$ cat config.mk
export PLATFORM = sky130hd
export DESIGN_NAME = uba_dev_intr
export DESIGN_NICKNAME = d
export VERILOG_FILES = /design/src/rtl/uba_intr_pkg.sv /design/src/rtl/uba_intr_prienc.sv /design/src/rtl/uba_dev_intr.sv
export SDC_FILE = /design/constraint.sdc
export NUM_CORES = 1
export LEC_CHECK = 0
export CORE_MARGIN = 2
export CORE_UTILIZATION = 36
export CTS_CLUSTER_SIZE = 25
export DETAILED_ROUTE_END_ITERATION = 6
export GPL_TIMING_DRIVEN = 0
export PLACE_DENSITY = 0.93
export RECOVER_POWER = 100
export SKIP_CTS_REPAIR_TIMING = 1
export SYNTH_ARGS = -nofsm -noshare
export SYNTH_HDL_FRONTEND = slang
export SYNTH_SLANG_ARGS = --single-unit
export TNS_END_PERCENT = 30
$ cat constraint.sdc
create_clock -name clk -period 2 [get_ports clk]
set_input_delay 0.2 -clock clk [delete_from_list [all_inputs] [get_ports clk]]
set_output_delay 0.2 -clock clk [all_outputs]
set_load 0.1 [all_outputs]
$ cat src/rtl/uba_intr_pkg.sv
// Shared types and constants for the Unibus device interrupt requester.
// The one-hot masks map a BR level (7..4) onto the devINTR/devINTA bit layout [7:4].
package uba_intr_pkg;

  localparam int VECT_W = 18;
  localparam int IDX_W  = 3;

  localparam logic [3:0] INTR7 = 4'b1000;
  localparam logic [3:0] INTR6 = 4'b0100;
  localparam logic [3:0] INTR5 = 4'b0010;
  localparam logic [3:0] INTR4 = 4'b0001;
  localparam logic [3:0] NUL   = 4'b0000;

  typedef enum logic [1:0] {IDLE, REQ, VEC} state_t;

  function automatic logic [3:0] level_mask(input int level);
    case (level)
      7:       return INTR7;
      6:       return INTR6;
      5:       return INTR5;
      4:       return INTR4;
      default: return NUL;
    endcase
  endfunction

endpackage

$ cat src/rtl/uba_intr_prienc.sv
// Lowest-index-wins priority encoder over the eligible pending sources.
// Purely combinational; idx is meaningful only while valid is high.
module uba_intr_prienc
  import uba_intr_pkg::*;
#(
  parameter int N = 2
) (
  input  logic [N-1:0]     req,
  output logic [IDX_W-1:0] idx,
  output logic             valid
);

  // Scan from the top down so the lowest set index is the last one written.
  always_comb begin
    idx   = '0;
    valid = |req;
    for (int i = N - 1; i >= 0; i--) begin
      if (req[i]) idx = IDX_W'(i);
    end
  end

endmodule

$ cat src/rtl/uba_dev_intr.sv
// Device-side Unibus interrupt requester: pending flags, BR request, vector on INTA.
// Optional VEC-state acknowledge timeout with statTMO output when UBA_DEV_INTR_TMO_EN is defined.
module uba_dev_intr
  import uba_intr_pkg::*;
#(
  parameter int                NUM_SRC   = 2,
  parameter int                BR_LEVEL  = 5,
  parameter logic [VECT_W-1:0] VECT_BASE = 18'o000300
) (
  input  logic               clk,
  input  logic               rst,
  input  logic [NUM_SRC-1:0] srcEVT,
  input  logic [NUM_SRC-1:0] srcIE,
  output logic [7:4]         devINTR,
  input  logic [7:4]         devINTA,
  output logic [VECT_W-1:0]  devVECT,
  output logic               devVECTV,
  output logic [NUM_SRC-1:0] srcACK,
  output logic [NUM_SRC-1:0] statPEND
`ifdef UBA_DEV_INTR_TMO_EN
  ,
  output logic               statTMO
`endif
);

  state_t              state_q, state_d;
  logic [NUM_SRC-1:0]  pend_q, pend_d, elig, ack_d, ack_q;
  logic [IDX_W-1:0]    gidx;
  logic                gvalid, inta, grant;
  logic [VECT_W-1:0]   vsum, vect_d, vect_q;
  logic                vectv_d, vectv_q, intr_d, intr_q;
  logic                inta_unused;
`ifdef UBA_DEV_INTR_TMO_EN
  logic [7:0]          tmo_cnt;
  logic                tmo_hit, tmo_q;
`endif

  assign inta        = devINTA[BR_LEVEL];
  assign inta_unused = ^devINTA;
  // A source whose enable drops in the acknowledge cycle is not granted.
  assign elig        = pend_q & srcIE;
  assign vsum        = VECT_BASE + (VECT_W'(gidx) << 2);

  uba_intr_prienc #(.N(NUM_SRC)) u_prienc (
    .req   (elig),
    .idx   (gidx),
    .valid (gvalid)
  );

  always_ff @(posedge clk or negedge rst) begin
    if (!rst) begin
      state_q  <= IDLE;
      pend_q   <= '0;
      ack_q    <= '0;
      vect_q   <= '0;
      vectv_q  <= 1'b0;
      intr_q   <= 1'b0;
    end else begin
      state_q  <= state_d;
      pend_q   <= pend_d;
      ack_q    <= ack_d;
      vect_q   <= vect_d;
      vectv_q  <= vectv_d;
      intr_q   <= intr_d;
    end
  end

  always_comb begin
    state_d = state_q;
    grant   = 1'b0;
`ifdef UBA_DEV_INTR_TMO_EN
    tmo_hit = 1'b0;
`endif
    case (state_q)
      IDLE: if (|pend_q) state_d = REQ;
      // An INTA with nothing eligible still enters VEC, but passively.
      REQ: begin
        if (inta) begin
          state_d = VEC;
          grant   = gvalid;
        end else if (!(|pend_q)) begin
          state_d = IDLE;
        end
      end
      VEC: begin
        if (!inta) begin
          state_d = IDLE;
`ifdef UBA_DEV_INTR_TMO_EN
        end else if (tmo_cnt == 8'd254) begin
          state_d = IDLE;
          tmo_hit = 1'b1;
`endif
        end
      end
      default: state_d = IDLE;
    endcase
  end

  // Set beats grant-clear; a dropped enable beats everything.
  always_comb begin
    vect_d  = vect_q;
    vectv_d = vectv_q;
    for (int i = 0; i < NUM_SRC; i++) ack_d[i] = grant && (gidx == IDX_W'(i));
    if (grant) begin
      vect_d  = {vsum[VECT_W-1:2], 2'b00};
      vectv_d = 1'b1;
    end else if (state_d != VEC) begin
      vect_d  = '0;
      vectv_d = 1'b0;
    end
    pend_d = srcIE & (srcEVT | (pend_q & ~ack_d));
    intr_d = (state_d != VEC) && (|pend_d);
  end

`ifdef UBA_DEV_INTR_TMO_EN
  always_ff @(posedge clk or negedge rst) begin
    if (!rst) begin
      tmo_cnt <= '0;
      tmo_q   <= 1'b0;
    end else begin
      tmo_cnt <= (state_q == VEC) ? tmo_cnt + 8'd1 : 8'd0;
      tmo_q   <= tmo_hit;
    end
  end

  assign statTMO = tmo_q;
`endif

  assign devINTR  = intr_q ? level_mask(BR_LEVEL) : NUL;
  assign devVECT  = vect_q;
  assign devVECTV = vectv_q;
  assign srcACK   = ack_q;
  assign statPEND = pend_q;

endmodule

* Word level (Yosys, flattened, before mapping)
Cells that the tools add are included.
** Word-level totals
- Register bits after elaboration :: 26
- Latch bits :: 0
- Bits in writable memories :: 0
- Memory bits (read-only) :: 0
- Bits of input ports :: 10
- Output and inout port bits :: 27
- Logic and storage cells :: 39
- Memories kept :: 0
** Cells by class
- Add/sub/neg operators :: 1
- Multiply operators :: 0
- Divide/modulo/power cells :: 0
- Order comparisons :: 0
- Equal/unequal tests :: 4
- Shifts and indexed selects :: 0
- Muxes and demuxes :: 14
- Bitwise logic cells :: 5
- Reductions and logical operators :: 9
** Operators with widths (number)
- $mux 18 :: 2
- $mux 2 :: 5
- $add 8x5->9 const A :: 1
- $and 2x2->2 :: 3
- $mux 1 :: 6
- $pmux 2 s3 :: 1
- $reduce_or 2->1 :: 3
- $eq 3x1->1 const B :: 1
- $logic_and 1x1->1 :: 3
- $logic_not 3->1 :: 1
- $eq 2x1->1 const B :: 1
- $eq 2x2->1 const B :: 1
- $logic_not 2->1 :: 1
- $ne 2x2->1 const B :: 1
- $not 2->2 :: 1
- $or 2x2->2 :: 1
- $reduce_bool 2->1 :: 1

* Logic depth before layout (Yosys ltp)
Gate-level depths: netlist (run 1).
- Depth after elaboration :: 11
- Gate-level depth with buffers :: 3
- Mapped depth without buffers :: 3

* Cells and area by module
Synthesis (run 1) repeated with hierarchy kept, for this count alone.
** Unflattened totals
- Cells, all modules :: 68
- Area, all modules :: 685.7 um^2
** Modules (own cells, without submodules)
- uba_dev_intr :: times used 1, cells each 63, area each 654.4 um^2, sequential area each 275.3 um^2
- uba_intr_prienc :: times used 1, cells each 5, area each 31.3 um^2, sequential area each 0.0 um^2

* Least setup slack after synthesis (run 1)
Ideal clock, no wire load.
- Path type :: reg2out
- Start point :: register vect_q[6] (netlist: devVECT[6])
- End point :: output devVECT[6]
- Arrival :: 1.357 ns
- Required time :: 1.800 ns
- Path slack :: 0.443 ns
- Cell stages (with the launch flop) :: 2
- Cell sequence :: dfrtp_1 buf_4
** RTL lines
- start: declaration :: RTL line uba_dev_intr.sv:30 : logic [VECT_W-1:0] vsum, vect_d, vect_q;
- start signal: assignment :: RTL line uba_dev_intr.sv:62 : vect_q <= vect_d;
- end: declaration :: RTL line uba_dev_intr.sv:16 : output logic [VECT_W-1:0] devVECT,
No word-level cell between the ends.

* Worst setup path in the final report (run 1)
- Start point :: register vect_q[2] (netlist: devVECT[2])
- End point :: output devVECT[2]
No word-level cell between the ends.

==> results of run 1 <==
==> area by class of cell <==
type | instances | share of cell area
Clock buffer | 4 | 0.0358
Sequential cell | 9 | 0.307
Buffer | 21 | 0.215
Multi-Input combinational cell | 38 | 0.254
Tap cell | 15 | 0.0256
Timing Repair Buffer | 15 | 0.157
Inverter | 1 | 0.00512
==> cell usage after synthesis <==
cell,count,share of area
buf_4,21,0.30
dfrtp_1,9,0.43
a21oi_1,3,0.028
nand2_1,3,0.021
a21oi_2,2,0.033
nor2_1,2,0.014
a211oi_1,1,0.014
a22o_1,1,0.017
and3_4,1,0.021
and3b_4,1,0.024
conb_1,1,0.0071
inv_1,1,0.0071
nand3_1,1,0.0095
nand3_2,1,0.019
o21a_1,1,0.014
o21ai_0,1,0.0095
o21ai_2,1,0.017
xor2_1,1,0.017
==> final timing paths <==
| check | startpoint | to | slack (ns) | cells after the start |
|---|---|---|---|---|
| max in group asynchronous | rst | statPEND[1]$_DFF_PN0_ | 1.43 | 1 |
| max | devVECT[2]$_DFFE_PN0P_ | devVECT[2] | 0.05 | 1 |
| min | rst | devVECT[6]$_DFFE_PN0P_ | 0.29 | 1 |
| min reg2reg | state_q[1]$_DFF_PN0_ | state_q[0]$_DFF_PN0_ | 0.47 | 1 |
| max reg2reg | state_q[1]$_DFF_PN0_ | intr_q$_DFF_PN0_ | 0.80 | 3 |
| min in group clk | state_q[1]$_DFF_PN0_ | state_q[0]$_DFF_PN0_ | 0.47 | 1 |
==> flip-flops by register name, summed over array words and instances, names as in the netlist <==
signal    cells
intr_q        1
srcACK        2
state_q       2
devVECT       2
statPEND      2
==> stage by stage <==
stage                     instance area [um2]  setup slack (ns)  hold slack (ns)  instances
after floorplan                           591             0.443          -0.0956         69
after global placement                    759             0.211            0.452         99
after detailed placement                  759             0.186            0.461         99
after CTS                                 786            -0.109            0.226        103
after global routing                      733           0.00181            0.302        103
final                                     733            0.0539            0.287        103
==> power breakdown <==
part           switching [W]  internal [W]
logic               0.000333     0.0000838
clock network      0.0000617     0.0000768
registers          0.0000233      0.000213
==> cells by family after synthesis <==
family	after synthesis	share of synthesized area
buffers and inverters	22	0.306
other	1	0.00712
AND/OR/NAND/NOR	9	0.109
flip-flops	9	0.428
AO/OA/AOI/OAI	10	0.133
XOR/XNOR	1	0.0166
==> metal layers <==
metal	global-route usage	wire [um]	up-vias
met3	0.0647	101	2
met5	0	0	-
li1	-	-	205
met2	0.222	524	21
met1	0.0933	310	183
met4	0.0750	8	0
==> summary.txt, run 1 <==
Clock tree
  • CTS clk-pin slew, worst paths: 0.06 ns
  • Worst-Skew Late Latency: 0.27 ns
  • Clk sinks: 9
  • H-tree Lvls: 1
  • CTS root buf: clkbuf_4
  • CTS tree: built
  • Clock Path Buffers: 2
  • TritonCTS Buffers: 3

Final layout
  • Number of diodes: 0
  • Share of layout cells above drive strength 1: 0.318
  • Fillers: 136
  • Most frequent cells in the layout: buf_4 (21), conb_1 (18), dfrtp_1 (9)
  • Final net count: 99
  • Area delta synth->final: 39.2%
  • Area occupied by multi-input gates: 186 um2
  • Layout Utilization: 0.550
  • Commonest non-fill, non-tap cell in the layout: buf_4
  • FF/Latch Area: 225 um2

Timing
  • Final setup vio count: 0
  • Slew @ Worst Pin: 1.17 ns
  • Slew Limit Headroom: 0.223
  • Final Hold Viols: 0
  • Final worst path period need: 1.95 ns
  • Period utilization: 0.973
  • Unrepaired setup endpoints after global routing: false
  • Fmax: 514 MHz
  • Setup tns final: 0 ns
  • Setup Skew: 0.0101 ns
  • Max Transition Viols Final: 0

Power
  • Total power draw: 0.000792 W
  • Lkg Pwr: 0.408 nW
  • PwrDens: 1080 nW/um2
  • Max IR drop VDD: 0.444 mV

Routing
  • Drt wl/cell: 9.17 um
  • Drt pass-1 iters: 3
  • Via/cell ratio: 3.99
  • DR DRC count: 0
  • DR iter-0 viols: 4
  • WL final: 945 um
  • Detail Route Antenna Nets: 0
  • Total number of vias: 411

Synth
  • Cell count after synthesis: 52
  • Post-synthesis register bit count: 9
  • Post-Syn Area: 527 um2
  • Sequential fraction of the synthesis area: 0.428
  • YS warnings: 0
  • Unique masters post-synth: 18
  • Synthesized area per cell: 10.1 um2

Global routing
  • Largest net degree at the start of global routing: 10
  • Initial antenna violation count: 0
  • Via count of the first global-routing pass: 353
  • GR Util All Layers: 0.119
  • Grt total ovfl: 0
  • Global-route wire length before repair: 1490 um

Floorplan
  • Die X: 42.3 um
  • Core Box Area: 1330 um2
  • Ports: 37
  • Initial Util: 0.395
  • Die area: 1790 um2
  • Die height: 42.3 um
  • Core Rows: 13

Placed design
  • HPWL Detailed: 793 um
  • Port-buffer cells: 15
  • GP Congestion: 0.724

Critical path
  • Critical path type: flop to output port
  • Top delay family on crit path: buffers and inverters
  • WP data required: 1.80 ns
  • Startpoint type of the worst setup path: flop
  • Crit path largest cell delay: 1.13 ns
  • Largest fanout on the critical path: 2
  • WP buf/inv: 1
  • Worst setup EP type: output port
  • Slowest-stage cell, CP: clkdlybuf4s50_1
  • Crit-path cells: clkdlybuf4s50_1
  • Arrival time worst endpoint: 1.75 ns

Run
  • Max Cap Viol: 0

Min path
  • Hold Path Class: primary input to async pin

Run status
  • Status: finished, final reports clean
(Power assumes the default switching activity.)
==> run 2, diff against run 1 <==
CORE_UTILIZATION = 30   (was 36)
GPL_ROUTABILITY_DRIVEN = 0   (was not set)
PLACE_DENSITY = 0.84   (was 0.93)
clock period = 1.58 ns   (was 2 ns; I/O delays follow)
==> summary.txt, run 2 (synthesized netlist as in run 1, its figures left out) <==
Run status
  • Status: finished, final reports clean (unchanged)

Power
  • Reg power frac: 0.298 (about the same)
  • Max IR drop VDD: 0.528 mV (was 0.444 mV)
  • Lkg Pwr: 0.475 nW (was 0.408 nW)
  • Total power draw: 0.00100 W (was 0.000792 W)
  • Psw: 0.000530 W (was 0.000418 W)
  • PwrDens: 1350 nW/um2 (was 1080 nW/um2)
  • Clock Power Share: 0.176 (was 0.175)
  • Pint: 0.000474 W (was 0.000373 W)
  • Switching Share: 0.528 (about the same)
  • Comb pwr share: 0.527 (about the same)

Routing
  • Total number of vias: 398 (was 411)
  • Via/cell ratio: 3.79 (was 3.99)
  • Drt wl/cell: 8.59 um (was 9.17 um)
  • Detail Route Antenna Nets: 0 (unchanged)
  • Drt pass-1 iters: 4 (was 3)
  • DR DRC count: 0 (unchanged)
  • WL final: 902 um (was 945 um)
  • DR iter-0 viols: 5 (was 4)

Clock tree
  • Clock Path Buffers: 2 (unchanged)
  • TritonCTS Buffers: 3 (unchanged)
  • CTS tree: built (unchanged)
  • CTS clk-pin slew, worst paths: 0.06 ns (about the same)
  • H-tree Lvls: 1 (unchanged)
  • CTS root buf: clkbuf_4 (unchanged)
  • Worst-Skew Late Latency: 0.26 ns (was 0.27 ns)
  • Clk sinks: 9 (unchanged)

Timing
  • Final Hold Viols: 0 (unchanged)
  • Hold Slack: 0.257 ns (was 0.287 ns)
  • Slew Limit Headroom: 0.352 (was 0.223)
  • Max Transition Viols Final: 0 (unchanged)
  • Slew @ Worst Pin: 0.970 ns (was 1.17 ns)
  • Unrepaired setup endpoints after global routing: false (unchanged)
  • Setup Skew: 0.00531 ns (was 0.0101 ns)
  • Final setup margin: 0.0777 ns (was 0.0539 ns)
  • Final worst path period need: 1.50 ns
  • Final setup vio count: 0 (unchanged)
  • Period utilization: 0.951
  • Fmax: 666 MHz

Global routing
  • Global-route wire length before repair: 1210 um (was 1490 um)
  • GR Util All Layers: 0.0843 (was 0.119)
  • Via count of the first global-routing pass: 307 (was 353)
  • Initial antenna violation count: 0 (unchanged)
  • Grt total ovfl: 0 (unchanged)
  • Largest net degree at the start of global routing: 10 (unchanged)

Min path
  • Hold Path Class: primary input to async pin (unchanged)

Placed design
  • Dpl ws: -0.189 ns (was 0.186 ns)
  • Post-Place Cells: 101 (was 99)
  • HPWL Detailed: 729 um (was 793 um)
  • Port-buffer cells: 15 (unchanged)

Final layout
  • Fillers: 175 (was 136)
  • Final net count: 99 (unchanged)
  • Commonest non-fill, non-tap cell in the layout: buf_4 (unchanged)
  • Share of layout cells above drive strength 1: 0.352 (was 0.318)
  • Non-Filler Instances: 105 (was 103)
  • Number of diodes: 0 (unchanged)
  • Layout Utilization: 0.441 (was 0.550)
  • Area delta synth->final: 41.3% (was 39.2%)
  • Most frequent cells in the layout: buf_4 (20), conb_1 (18), dfrtp_1 (9) (was buf_4 (21), conb_1 (18), dfrtp_1 (9))

Floorplan
  • Initial Util: 0.312 (was 0.395)
  • Die area: 2110 um2 (was 1790 um2)
  • Core Rows: 15 (was 13)
  • Ports: 37 (unchanged)
  • Die height: 45.9 um (was 42.3 um)
  • Core Box Area: 1690 um2 (was 1330 um2)
  • Die X: 45.9 um (was 42.3 um)

Critical path
  • Arrival time worst endpoint: 1.34 ns (was 1.75 ns)
  • Largest fanout on the critical path: 2 (unchanged)
  • WP buf/inv: 1 (unchanged)
  • WP data required: 1.42 ns (was 1.80 ns)
  • Slowest-stage cell, CP: dlymetal6s2s_1 (was clkdlybuf4s50_1)
  • Worst setup EP type: output port (unchanged)
  • Crit-path cells: dlymetal6s2s_1 (was clkdlybuf4s50_1)
  • Crit path largest cell delay: 0.74 ns (was 1.13 ns)
  • Critical path type: flop to output port (unchanged)
  • Startpoint type of the worst setup path: flop (unchanged)
  • Top delay family on crit path: buffers and inverters (unchanged)

Run
  • Max Cap Viol: 0 (unchanged)
run 2: power groups by stage:
stage | Combinational (W) | Clock, W | Sequential (W)
2_1_floorplan | 0.000400 | 0 | 0.000379
4_1_cts | 0.000562 | 0.000185 | 0.000301
3_5_place_dp | 0.000561 | 0 | 0.000305
3_3_place_gp | 0.000556 | 0 | 0.000302
5_1_grt | 0.000551 | 0.000197 | 0.000305
6_report | 0.000529 | 0.000176 | 0.000299
run 2: final cells by class:
type / count / area (um2) / share of cell area
well taps: 17 / 21.3 / 0.0286
plain buffers: 21 / 158 / 0.212
repair buffers: 15 / 128 / 0.171
multi-input cells: 38 / 183 / 0.245
clock buffers: 4 / 26.3 / 0.0353
flip-flops and latches: 9 / 225 / 0.303
inverters: 1 / 3.75 / 0.00504
run 2: path summary, 6_finish.rpt:
kind / cells after the start / endpoint / slack [ns] / startpoint
setup / recovery: 1 / devVECT[2] / 0.08 / devVECT[2]$_DFFE_PN0P_
hold / removal: 1 / devVECT[6]$_DFFE_PN0P_ / 0.26 / rst
setup reg to reg: 3 / intr_q$_DFF_PN0_ / 0.39 / state_q[1]$_DFF_PN0_
hold reg to reg: 1 / state_q[0]$_DFF_PN0_ / 0.48 / state_q[1]$_DFF_PN0_
max in group asynchronous: 1 / state_q[0]$_DFF_PN0_ / 1.04 / rst
min in group clk: 1 / state_q[0]$_DFF_PN0_ / 0.48 / state_q[1]$_DFF_PN0_
run 2: layer usage:
metal / up-vias / GRT usage / share of wire
met2: 20 / 0.142 / 0.53
met1: 173 / 0.0852 / 0.37
met5: - / 0 / 0
met4: 0 / 0.0514 / 0
met3: 0 / 0.0357 / 0.096
li1: 205 / - / -
run 2: metrics by stage:
stage	TNS, ns	area, um2
after global placement	-0.858	762
after detailed placement	-0.910	762
final	0	744
after CTS	-3.51	788
after floorplan	0	591
after global routing	0	744
